`config.mk`:
```
export PLATFORM = sky130hd
export DESIGN_NAME = axi_sram_slave
export DESIGN_NICKNAME = d
export VERILOG_FILES = /design/src/rtl/axi_pkg.sv /design/src/rtl/axi_burst_addr.sv /design/src/rtl/axi_sram_slave.sv
export SDC_FILE = /design/constraint.sdc
export NUM_CORES = 1
export LEC_CHECK = 0
export CORE_AREA = 2 2 129 131
export DETAILED_ROUTE_END_ITERATION = 6
export DIE_AREA = 0 0 131 133
export PLACE_DENSITY = 0.82
export SYNTH_ARGS = -nofsm -noshare
export SYNTH_HDL_FRONTEND = slang
export SYNTH_SLANG_ARGS = --single-unit
```
`constraint.sdc`:
```
create_clock -name aclk -period 4.9 [get_ports aclk]
set_input_delay 0.98 -clock aclk [delete_from_list [all_inputs] [get_ports aclk]]
set_output_delay 0.98 -clock aclk [all_outputs]
set_load 0.1 [all_outputs]
```
`src/rtl/axi_pkg.sv`:
```
// Shared AXI3 encodings: response codes, burst types and the SRAM responder state encoding.
package axi_pkg;

  typedef enum logic [1:0] {
    RespOkay   = 2'b00,
    RespExokay = 2'b01,
    RespSlverr = 2'b10,
    RespDecerr = 2'b11
  } resp_e;

  typedef enum logic [1:0] {
    BurstFixed = 2'b00,
    BurstIncr  = 2'b01,
    BurstWrap  = 2'b10,
    BurstRsvd  = 2'b11
  } burst_e;

  typedef enum logic [2:0] {
    StIdle,
    StRdIssue,
    StRdBeat,
    StWrData,
    StWrResp
  } state_e;

endpackage

```
`src/rtl/axi_burst_addr.sv`:
```
// Combinational AXI3 next-beat byte address.
// Ports: addr_i current byte address, len_i/size_i/burst_i burst attributes,
//        next_o address of the following beat.
module axi_burst_addr
  import axi_pkg::*;
(
  input  logic [31:0] addr_i,
  input  logic [3:0]  len_i,
  input  logic [2:0]  size_i,
  input  logic [1:0]  burst_i,
  output logic [31:0] next_o
);

  logic [31:0] step;
  logic [31:0] incr;
  logic [31:0] wrap_mask;

  assign step      = 32'd1 << size_i;
  assign incr      = addr_i + step;
  // Wrap block is (len+1) beats; low bits roll over inside the aligned block.
  assign wrap_mask = (({28'd0, len_i} + 32'd1) << size_i) - 32'd1;

  always_comb begin
    next_o = incr;
    unique case (burst_i)
      BurstFixed: next_o = addr_i;
      BurstWrap:  next_o = (addr_i & ~wrap_mask) | (incr & wrap_mask);
      default:    next_o = incr;  // INCR and reserved
    endcase
  end

endmodule

```
`src/rtl/axi_sram_slave.sv`:
```
// AXI3 responder for a synchronous single-port SRAM, one transaction at a time.
// Ports: AXI3 AR/R/AW/W/B channels (lock/cache/prot/wid ignored) and an SRAM
//        port (ram_en, ram_wen byte strobes, ram_addr word address, ram_wdata,
//        ram_rdata valid one cycle after ram_en). Reads and writes alternate
//        priority when both are requested in the same cycle.
module axi_sram_slave
  import axi_pkg::*;
#(
  parameter int unsigned ADDR_W    = 14,
  parameter logic [31:0] BASE_ADDR = 32'h1FC0_0000,
  parameter int unsigned ID_W      = 4
) (
  input  logic              aclk,
  input  logic              aresetn,
  input  logic [ID_W-1:0]   arid,
  input  logic [31:0]       araddr,
  input  logic [3:0]        arlen,
  input  logic [2:0]        arsize,
  input  logic [1:0]        arburst,
  input  logic [1:0]        arlock,
  input  logic [3:0]        arcache,
  input  logic [2:0]        arprot,
  input  logic              arvalid,
  output logic              arready,
  output logic [ID_W-1:0]   rid,
  output logic [31:0]       rdata,
  output logic [1:0]        rresp,
  output logic              rlast,
  output logic              rvalid,
  input  logic              rready,
  input  logic [ID_W-1:0]   awid,
  input  logic [31:0]       awaddr,
  input  logic [3:0]        awlen,
  input  logic [2:0]        awsize,
  input  logic [1:0]        awburst,
  input  logic [1:0]        awlock,
  input  logic [3:0]        awcache,
  input  logic [2:0]        awprot,
  input  logic              awvalid,
  output logic              awready,
  input  logic [ID_W-1:0]   wid,
  input  logic [31:0]       wdata,
  input  logic [3:0]        wstrb,
  input  logic              wlast,
  input  logic              wvalid,
  output logic              wready,
  output logic [ID_W-1:0]   bid,
  output logic [1:0]        bresp,
  output logic              bvalid,
  input  logic              bready,
  output logic              ram_en,
  output logic [3:0]        ram_wen,
  output logic [ADDR_W-1:0] ram_addr,
  output logic [31:0]       ram_wdata,
  input  logic [31:0]       ram_rdata
);

  localparam logic [31:0] SramBytes = 32'd4 << ADDR_W;

  state_e          state_q, state_d;
  logic            prio_q, prio_d;  // 0: read wins a tie, 1: write wins
  logic [ID_W-1:0] id_q, id_d;
  logic [31:0]     addr_q, addr_d;
  logic [3:0]      len_q, len_d;
  logic [2:0]      size_q, size_d;
  logic [1:0]      burst_q, burst_d;
  logic [3:0]      beat_q, beat_d;
  logic            err_q, err_d;
  logic            miss_q, miss_d;
  logic            rd_first_q, rd_first_d;
  logic [31:0]     rdata_q, rdata_d;

  logic [31:0] next_addr;
  logic [31:0] offset;
  logic        hit;
  logic        last_beat;
  logic [31:0] rd_word;
  logic        unused_ok;

  assign unused_ok = ^{arlock, arcache, arprot, awlock, awcache, awprot, wid};

  axi_burst_addr u_burst_addr (
    .addr_i  (addr_q),
    .len_i   (len_q),
    .size_i  (size_q),
    .burst_i (burst_q),
    .next_o  (next_addr)
  );

  assign offset    = addr_q - BASE_ADDR;
  assign hit       = (addr_q >= BASE_ADDR) && (offset < SramBytes);
  assign last_beat = (beat_q == len_q);
  // SRAM data is live only in the first RD_BEAT cycle; afterwards replay the captured copy.
  assign rd_word   = rd_first_q ? (hit ? ram_rdata : 32'd0) : rdata_q;

  always_comb begin
    state_d    = state_q;
    prio_d     = prio_q;
    id_d       = id_q;
    addr_d     = addr_q;
    len_d      = len_q;
    size_d     = size_q;
    burst_d    = burst_q;
    beat_d     = beat_q;
    err_d      = err_q;
    miss_d     = miss_q;
    rd_first_d = 1'b0;
    rdata_d    = rdata_q;
    arready    = 1'b0;
    awready    = 1'b0;
    wready     = 1'b0;
    ram_en     = 1'b0;
    ram_wen    = 4'd0;
    ram_addr   = addr_q[ADDR_W+1:2];
    ram_wdata  = wdata;

    unique case (state_q)
      StIdle: begin
        arready = arvalid & (~awvalid | ~prio_q);
        awready = awvalid & (~arvalid | prio_q);
        if (arready) begin
          id_d    = arid;
          addr_d  = araddr;
          len_d   = arlen;
          size_d  = arsize;
          burst_d = arburst;
          beat_d  = 4'd0;
          err_d   = (arburst == BurstRsvd);
          miss_d  = 1'b0;
          prio_d  = 1'b1;
          state_d = StRdIssue;
        end else if (awready) begin
          id_d    = awid;
          addr_d  = awaddr;
          len_d   = awlen;
          size_d  = awsize;
          burst_d = awburst;
          beat_d  = 4'd0;
          err_d   = (awburst == BurstRsvd);
          miss_d  = 1'b0;
          prio_d  = 1'b0;
          state_d = StWrData;
        end
      end
      StRdIssue: begin
        ram_en     = hit;
        rd_first_d = 1'b1;
        state_d    = StRdBeat;
      end
      StRdBeat: begin
        rdata_d = rd_word;
        if (rready) begin
          if (last_beat) begin
            state_d = StIdle;
          end else begin
            addr_d  = next_addr;
            beat_d  = beat_q + 4'd1;
            state_d = StRdIssue;
          end
        end
      end
      StWrData: begin
        wready = 1'b1;
        if (wvalid) begin
          ram_en  = hit;
          ram_wen = hit ? wstrb : 4'd0;
          if (wlast != last_beat) err_d = 1'b1;
          if (!hit) miss_d = 1'b1;
          if (last_beat) begin
            state_d = StWrResp;
          end else begin
            addr_d = next_addr;
            beat_d = beat_q + 4'd1;
          end
        end
      end
      StWrResp: begin
        if (bready) state_d = StIdle;
      end
      default: state_d = StIdle;
    endcase
  end

  always_ff @(posedge aclk or negedge aresetn) begin
    if (!aresetn) begin
      state_q    <= StIdle;
      prio_q     <= 1'b0;
      id_q       <= '0;
      addr_q     <= 32'd0;
      len_q      <= 4'd0;
      size_q     <= 3'd0;
      burst_q    <= 2'd0;
      beat_q     <= 4'd0;
      err_q      <= 1'b0;
      miss_q     <= 1'b0;
      rd_first_q <= 1'b0;
      rdata_q    <= 32'd0;
    end else begin
      state_q    <= state_d;
      prio_q     <= prio_d;
      id_q       <= id_d;
      addr_q     <= addr_d;
      len_q      <= len_d;
      size_q     <= size_d;
      burst_q    <= burst_d;
      beat_q     <= beat_d;
      err_q      <= err_d;
      miss_q     <= miss_d;
      rd_first_q <= rd_first_d;
      rdata_q    <= rdata_d;
    end
  end

  assign rvalid = (state_q == StRdBeat);
  assign rlast  = rvalid & last_beat;
  assign rdata  = rd_word;
  assign rid    = id_q;
  assign bvalid = (state_q == StWrResp);
  assign bid    = id_q;

  always_comb begin
    rresp = RespOkay;
    if (rvalid) begin
      if (!hit)       rresp = RespDecerr;
      else if (err_q) rresp = RespSlverr;
    end
    bresp = RespOkay;
    if (bvalid) begin
      if (miss_q)     bresp = RespDecerr;
      else if (err_q) bresp = RespSlverr;
    end
  end

endmodule

```
==> results of run 1 <==
[area by class of cell]
class / count / area (µm²) / area share, %
timing repair buffer: 214 / 2000 / 22.2
tap: 220 / 275 / 3.06
inverter: 59 / 221 / 2.46
sequential: 88 / 2200 / 24.5
multi-input combinational: 632 / 4000 / 44.5
clock buffer: 10 / 239 / 2.66
clock inverter: 5 / 57.6 / 0.640
[synthesized netlist by cell type, drive strengths merged (5+ instances only)]
cell | number | share of area [%]
nand2 | 112 | 6.0
dfrtp | 88 | 31
buf | 74 | 7.4
nor2 | 64 | 3.4
o21ai | 60 | 4.3
inv | 59 | 3.1
nand3 | 58 | 4.3
a21oi | 43 | 3.1
clkbuf | 36 | 1.9
a31oi | 34 | 3.3
mux2 | 32 | 5.1
nor3 | 15 | 1.1
o31ai | 14 | 1.6
and3 | 13 | 1.2
ha | 12 | 2.1
a22o | 11 | 1.4
nand4 | 11 | 0.97
xnor2 | 11 | 1.5
xor2 | 11 | 1.4
mux2i | 10 | 1.4
nor2b | 10 | 0.89
a21o | 9 | 0.96
a211oi | 6 | 0.64
nand2b | 6 | 0.53
nor4 | 6 | 0.92
or2 | 6 | 0.53
or3 | 6 | 0.60
a31o | 5 | 0.74
o32ai | 5 | 0.62
[per-stage QoR]
step                hold WS (ps)  worst slack (ps)
floorplan                    467               501
global placement             484               957
detailed placement           489               905
CTS                          503              1270
global route                 520              1090
finish                       504              1280
[worst paths after layout]
kind	from	endpoint	slack [ps]	cells past startpoint
worst max-delay path	wvalid	flip-flop	1280	10
worst min-delay path	flip-flop	flip-flop	500	1
worst max register to register	size_q[1]	flip-flop	1390	13
worst min register to register	flip-flop	flip-flop	500	1
max in group asynchronous	aresetn	rdata_q[30]	3250	2
min in group asynchronous	aresetn	rdata_q[29]	680	1
[routing by layer]
metal	track usage [%]	up-vias	routed length, µm
li1	-	3345	-
met1	28.5	3236	8540
met2	38.4	286	9690
met3	4.65	39	1590
met4	7.98	0	419
met5	0	-	0
[cells in the final DEF, fill, tap and decap left out, types with 5 or more instances in the layout]
master             n
nand4_1           11
nand2b_1           6
mux2i_1           10
nor3_1            15
o32ai_1            5
inv_1             59
nand2_1          112
nor2b_1            9
xnor2_1           10
dfrtp_1           88
a31oi_1           32
buf_4             56
o21ai_0           58
and3_1            13
a21oi_1           42
or2_2              6
mux2_2            32
clkdlybuf4s50_1  158
ha_1              12
or3_1              5
xor2_1            11
a211oi_1           6
a22o_1            11
clkbuf_16          9
o31ai_1           12
a21o_1             9
nand3_1           56
nor2_1            62
[cells by family after synthesis]
kind of cell | count (synthesis)
adders and majority gates | 13
AOI/OAI and AO/OA | 233
DFF | 88
buffers and inverters | 169
muxes | 42
and+or+nand+nor | 322
xor gates and xnor gates | 22
[power groups by stage]
stage	sequential, mW	combinational, mW	clock (mW)
3_3_place_gp	1.33	4.06	0
3_5_place_dp	1.34	4.13	0
5_1_grt	1.38	4.50	0.748
2_1_floorplan	1.25	3.54	0
6_report	1.34	4.16	0.707
4_1_cts	1.33	4.15	0.723
==> flow_summary.ini, run 1 <==
[critical_path]
cp_cell_sequence = clkdlybuf4s50_1 -> mux2i_1 -> a22o_1 -> a2111oi_4 -> o31ai_2 -> buf_4 -> nor2_1 -> a31o_4 -> a21bo_1 -> a22o_1
required_ps = 5120
crit_top_cell = a22o_1
max_stage_delay_ps = 580
start_kind = input port
cp-end-kind = flip-flop
slowest_stage = a2111oi_4
critPathArrivalTime_ps = 3850
crit_family = compound AO/OA/AOI/OAI gates
crit_fanout = 18
path_buf_inv = 2
critPathKind = input port to flip-flop

[synth]
synth_xor_area_share_pct = 2.84
synth_ff_type = dfrtp_1
synth_cell_type_count = 79
synth.yosys.seq_area_share_pct = 31.2
synth_compound_area_share_pct = 22.7
synthMuxAreaShare_pct = 6.52
syn_avg_cell_area_um2 = 7.94
syn_nets = 1090
synth_fa_ha_area_share_pct = 2.41
async_reset_ff_share_pct = 100
synth_edf_count = 0
synth-seq-cells = 88
synth-simple-area-share_pct = 22.0
yosysWarnings = 0
syn_inst = 889
synth_top_family_by_area = compound AO/OA/AOI/OAI gates
synth_area_mm2 = 0.00706

[clock_network]
path_clk_slew_ps = 70
post_cts_buffers = 0
clock_sinks = 88
post_cts_resized = 0
cts_hold_buf = 0
insertion_delay_ps = 340
cts_buffers = 9
clockBufferDepth = 2
cts_tree = done
cts_root_buf = clkbuf_16
htreeDepth = 3

[timing]
maxSlewViolCount = 0
rsz0062_at_grt = false
setup_viol = 0
post-route-period-util_pct = 73.9
slew-limit-headroom_pct = 31.0
tightest_slew_ps = 1030
period_minus_slack_ps = 3620
clock_skew_ps = 13.2
timing.setup.tns_ps = 0
max_freq_mhz = 276
hold_viol_final = 0

[run]
max-cap-violations = 0

[power]
finalPower_mw = 6.21
seq_power_share_pct = 21.5
pwr-share-comb_pct = 67.1
intPower_mw = 2.80
p_per_area_mw_per_mm2 = 690
clockPowerShare_pct = 11.4
power_leakage_nw = 3.83
switching_power_mw = 3.40
swShare_pct = 54.8
ir_drop_uv = 504

[placement]
place_inst = 1213
dp_hpwl_mm = 14.8
portBuffers = 202
dpl_cell_area_mm2 = 0.00870
gp_congestion = 0.944

[die]
coreArea_mm2 = 0.0162
die_w_um = 131
io_pins = 289
die_h_um = 133
die_area_mm2 = 0.0174
start_util_pct = 43.7
rows = 47

[layout]
drive_above_1_share_pct = 13.2
finalNonFillerCells = 1228
final_area_mm2 = 0.00900
fin_util_pct = 55.6
diodes = 0
fillers = 1469
nets = 1205
synthToLayoutAreaGrowth_pct = 27.4

[routing]
drtAntennaViolNets = 0
totalWireLength_mm = 20.2
drtPass1Iterations = 5
drc = 0
drtIter0Drc = 479
num_vias = 6906
wl_per_cell_um = 16.5
viasPerCell = 5.62

[grt]
antenna_found_initial = 0
grt_max_degree = 55
track_usage_pct = 22.7
grt_pass1_wl_mm = 31.5
grt_pass1_vias = 6329
gr-total-overflow = 0

[min_path]
hold_class = flip-flop to flip-flop

[run_status]
status = finished clean
(Power assumes the default switching activity.)
==> run 2, diff against run 1 <==
- CORE_AREA: 2 2 129 131 -> 2 2 130 132
- DIE_AREA: 0 0 131 133 -> 0 0 132 134
- PLACE_DENSITY: 0.82 -> 0.81
- clock period: 4.9 -> 3.6 ns (I/O delays scaled with it)
==> flow_summary.ini, run 2 (synthesis gave the netlist of run 1 again) <==
[clock_network]
insertion_delay_ps = 350
htreeDepth = 3
cts_hold_buf = 0
post_cts_resized = 0
clock_sinks = 88
cts_root_buf = clkbuf_16
cts_tree = done
path_clk_slew_ps = 70
post_cts_buffers = 0
clockBufferDepth = 2
cts_buffers = 9

[routing]
drtPass1Iterations = 6
drtAntennaViolNets = 0
drtIter0Drc = 547
drc = 0
wl_per_cell_um = 16.2
num_vias = 6853
totalWireLength_mm = 20.1
viasPerCell = 5.54

[layout]
drive_above_1_share_pct = 14.6
fin_util_pct = 58.8
nets = 1213
diodes = 0
final_common_cell = clkdlybuf4s50_1
final_cell_mix = clkdlybuf4s50_1, nand2_1, dfrtp_1
fillers = 1394
final_area_mm2 = 0.00957
synthToLayoutAreaGrowth_pct = 35.6

[critical_path]
r2r_start = size_q[0]
cp-end-kind = output pin
crit_fanout = 39
path_buf_inv = 2
max_stage_delay_ps = 480
slowest_stage = dfrtp_1
critPathKind = flip-flop to output pin
cp_cell_sequence = nand4_1 -> or2_2 -> nor2_2 -> buf_4 -> nand3_1 -> o21ai_0 -> buf_12
critPathArrivalTime_ps = 2510
crit_family = simple AND/OR/NAND/NOR gates
required_ps = 2880
start_kind = flip-flop

[run_status]
status = finished clean

[die]
die_h_um = 134
io_pins = 289
die_w_um = 132
start_util_pct = 43.3
die_area_mm2 = 0.0177
rows = 47
coreArea_mm2 = 0.0163

[timing]
tightest_slew_ps = 998
max_freq_mhz = 310
period_minus_slack_ps = 3230
setup_viol = 0
maxSlewViolCount = 0
slew-limit-headroom_pct = 33.2
hold_viol_final = 0
clock_skew_ps = 7.87
post-route-period-util_pct = 89.7
rsz0062_at_grt = false

[grt]
antenna_found_initial = 0
grt_pass1_wl_mm = 32.7
gr-total-overflow = 0
grt_max_degree = 55
track_usage_pct = 22.7
grt_pass1_vias = 6508

[power]
power_leakage_nw = 3.98
ir_drop_uv = 811
p_per_area_mw_per_mm2 = 900

[placement]
dpl_cell_area_mm2 = 0.00925
dp_hpwl_mm = 15.1
gp_congestion = 0.932
portBuffers = 202

[run]
max-cap-violations = 0

[min_path]
hold_class = input port to asynchronous set/reset pin
## run 2: final cells by class
cell class / instances / area [µm²] / area share, %
inverters: 59 / 221 / 2.31
multi-input cells: 632 / 4010 / 41.9
repair buffers: 222 / 2550 / 26.6
clock inverters: 6 / 91.3 / 0.954
flip-flops and latches: 88 / 2200 / 23.0
well taps: 220 / 275 / 2.88
clock buffers: 10 / 229 / 2.39
## run 2: worst paths after layout
path	end	slack, ps	cells past startpoint
setup reg to reg	flip-flop	410	12
hold / removal	rdata_q[18]	410	1
setup / recovery	rdata[28]	370	7
hold reg to reg	rdata_q[19]	510	1
min in group aclk	rdata_q[19]	510	1
max in group asynchronous	rdata_q[15]	2440	2
## run 2: worst register-to-register path, cell delays in order, from the launching register on
cell and delay (ps):
dfrtp_1 480, nor3_1 220, ha_1 200, inv_1 60, fa_1 400, nor2b_1 120
o21ai_0 110, a21boi_0 370, o211ai_1 260, or3_1 450, o21ai_0 210, a31oi_1 110
a21oi_1 140
## run 2: metrics by stage
step	power [mW]	std cells	setup TNS [ps]	setup slack, ps	hold WS, ps
CTS	8.61	1237	0	332	441
detailed placement	7.55	1221	0	351	496
global route	9.21	1237	0	96.5	485
floorplan	6.52	889	-13.0	-13.0	424
finish	8.62	1237	0	371	411
global placement	7.44	1221	0	381	483
## run 2: per-layer routing
metal | global-route usage (%) | vias up | routed length (µm)
li1 | - | 3357 | -
met1 | 30.1 | 3166 | 8770
met2 | 38.0 | 303 | 9580
met3 | 3.74 | 27 | 1420
met4 | 7.43 | 0 | 320
met5 | 0 | - | 0
## run 2: power breakdown
part	internal (mW)	leakage [nW]	switching (mW)
sequential	1.30	1.10	0.419
clock	0.611	0.145	0.412
combinational	2.06	2.73	3.82
total	3.97	3.98	4.65
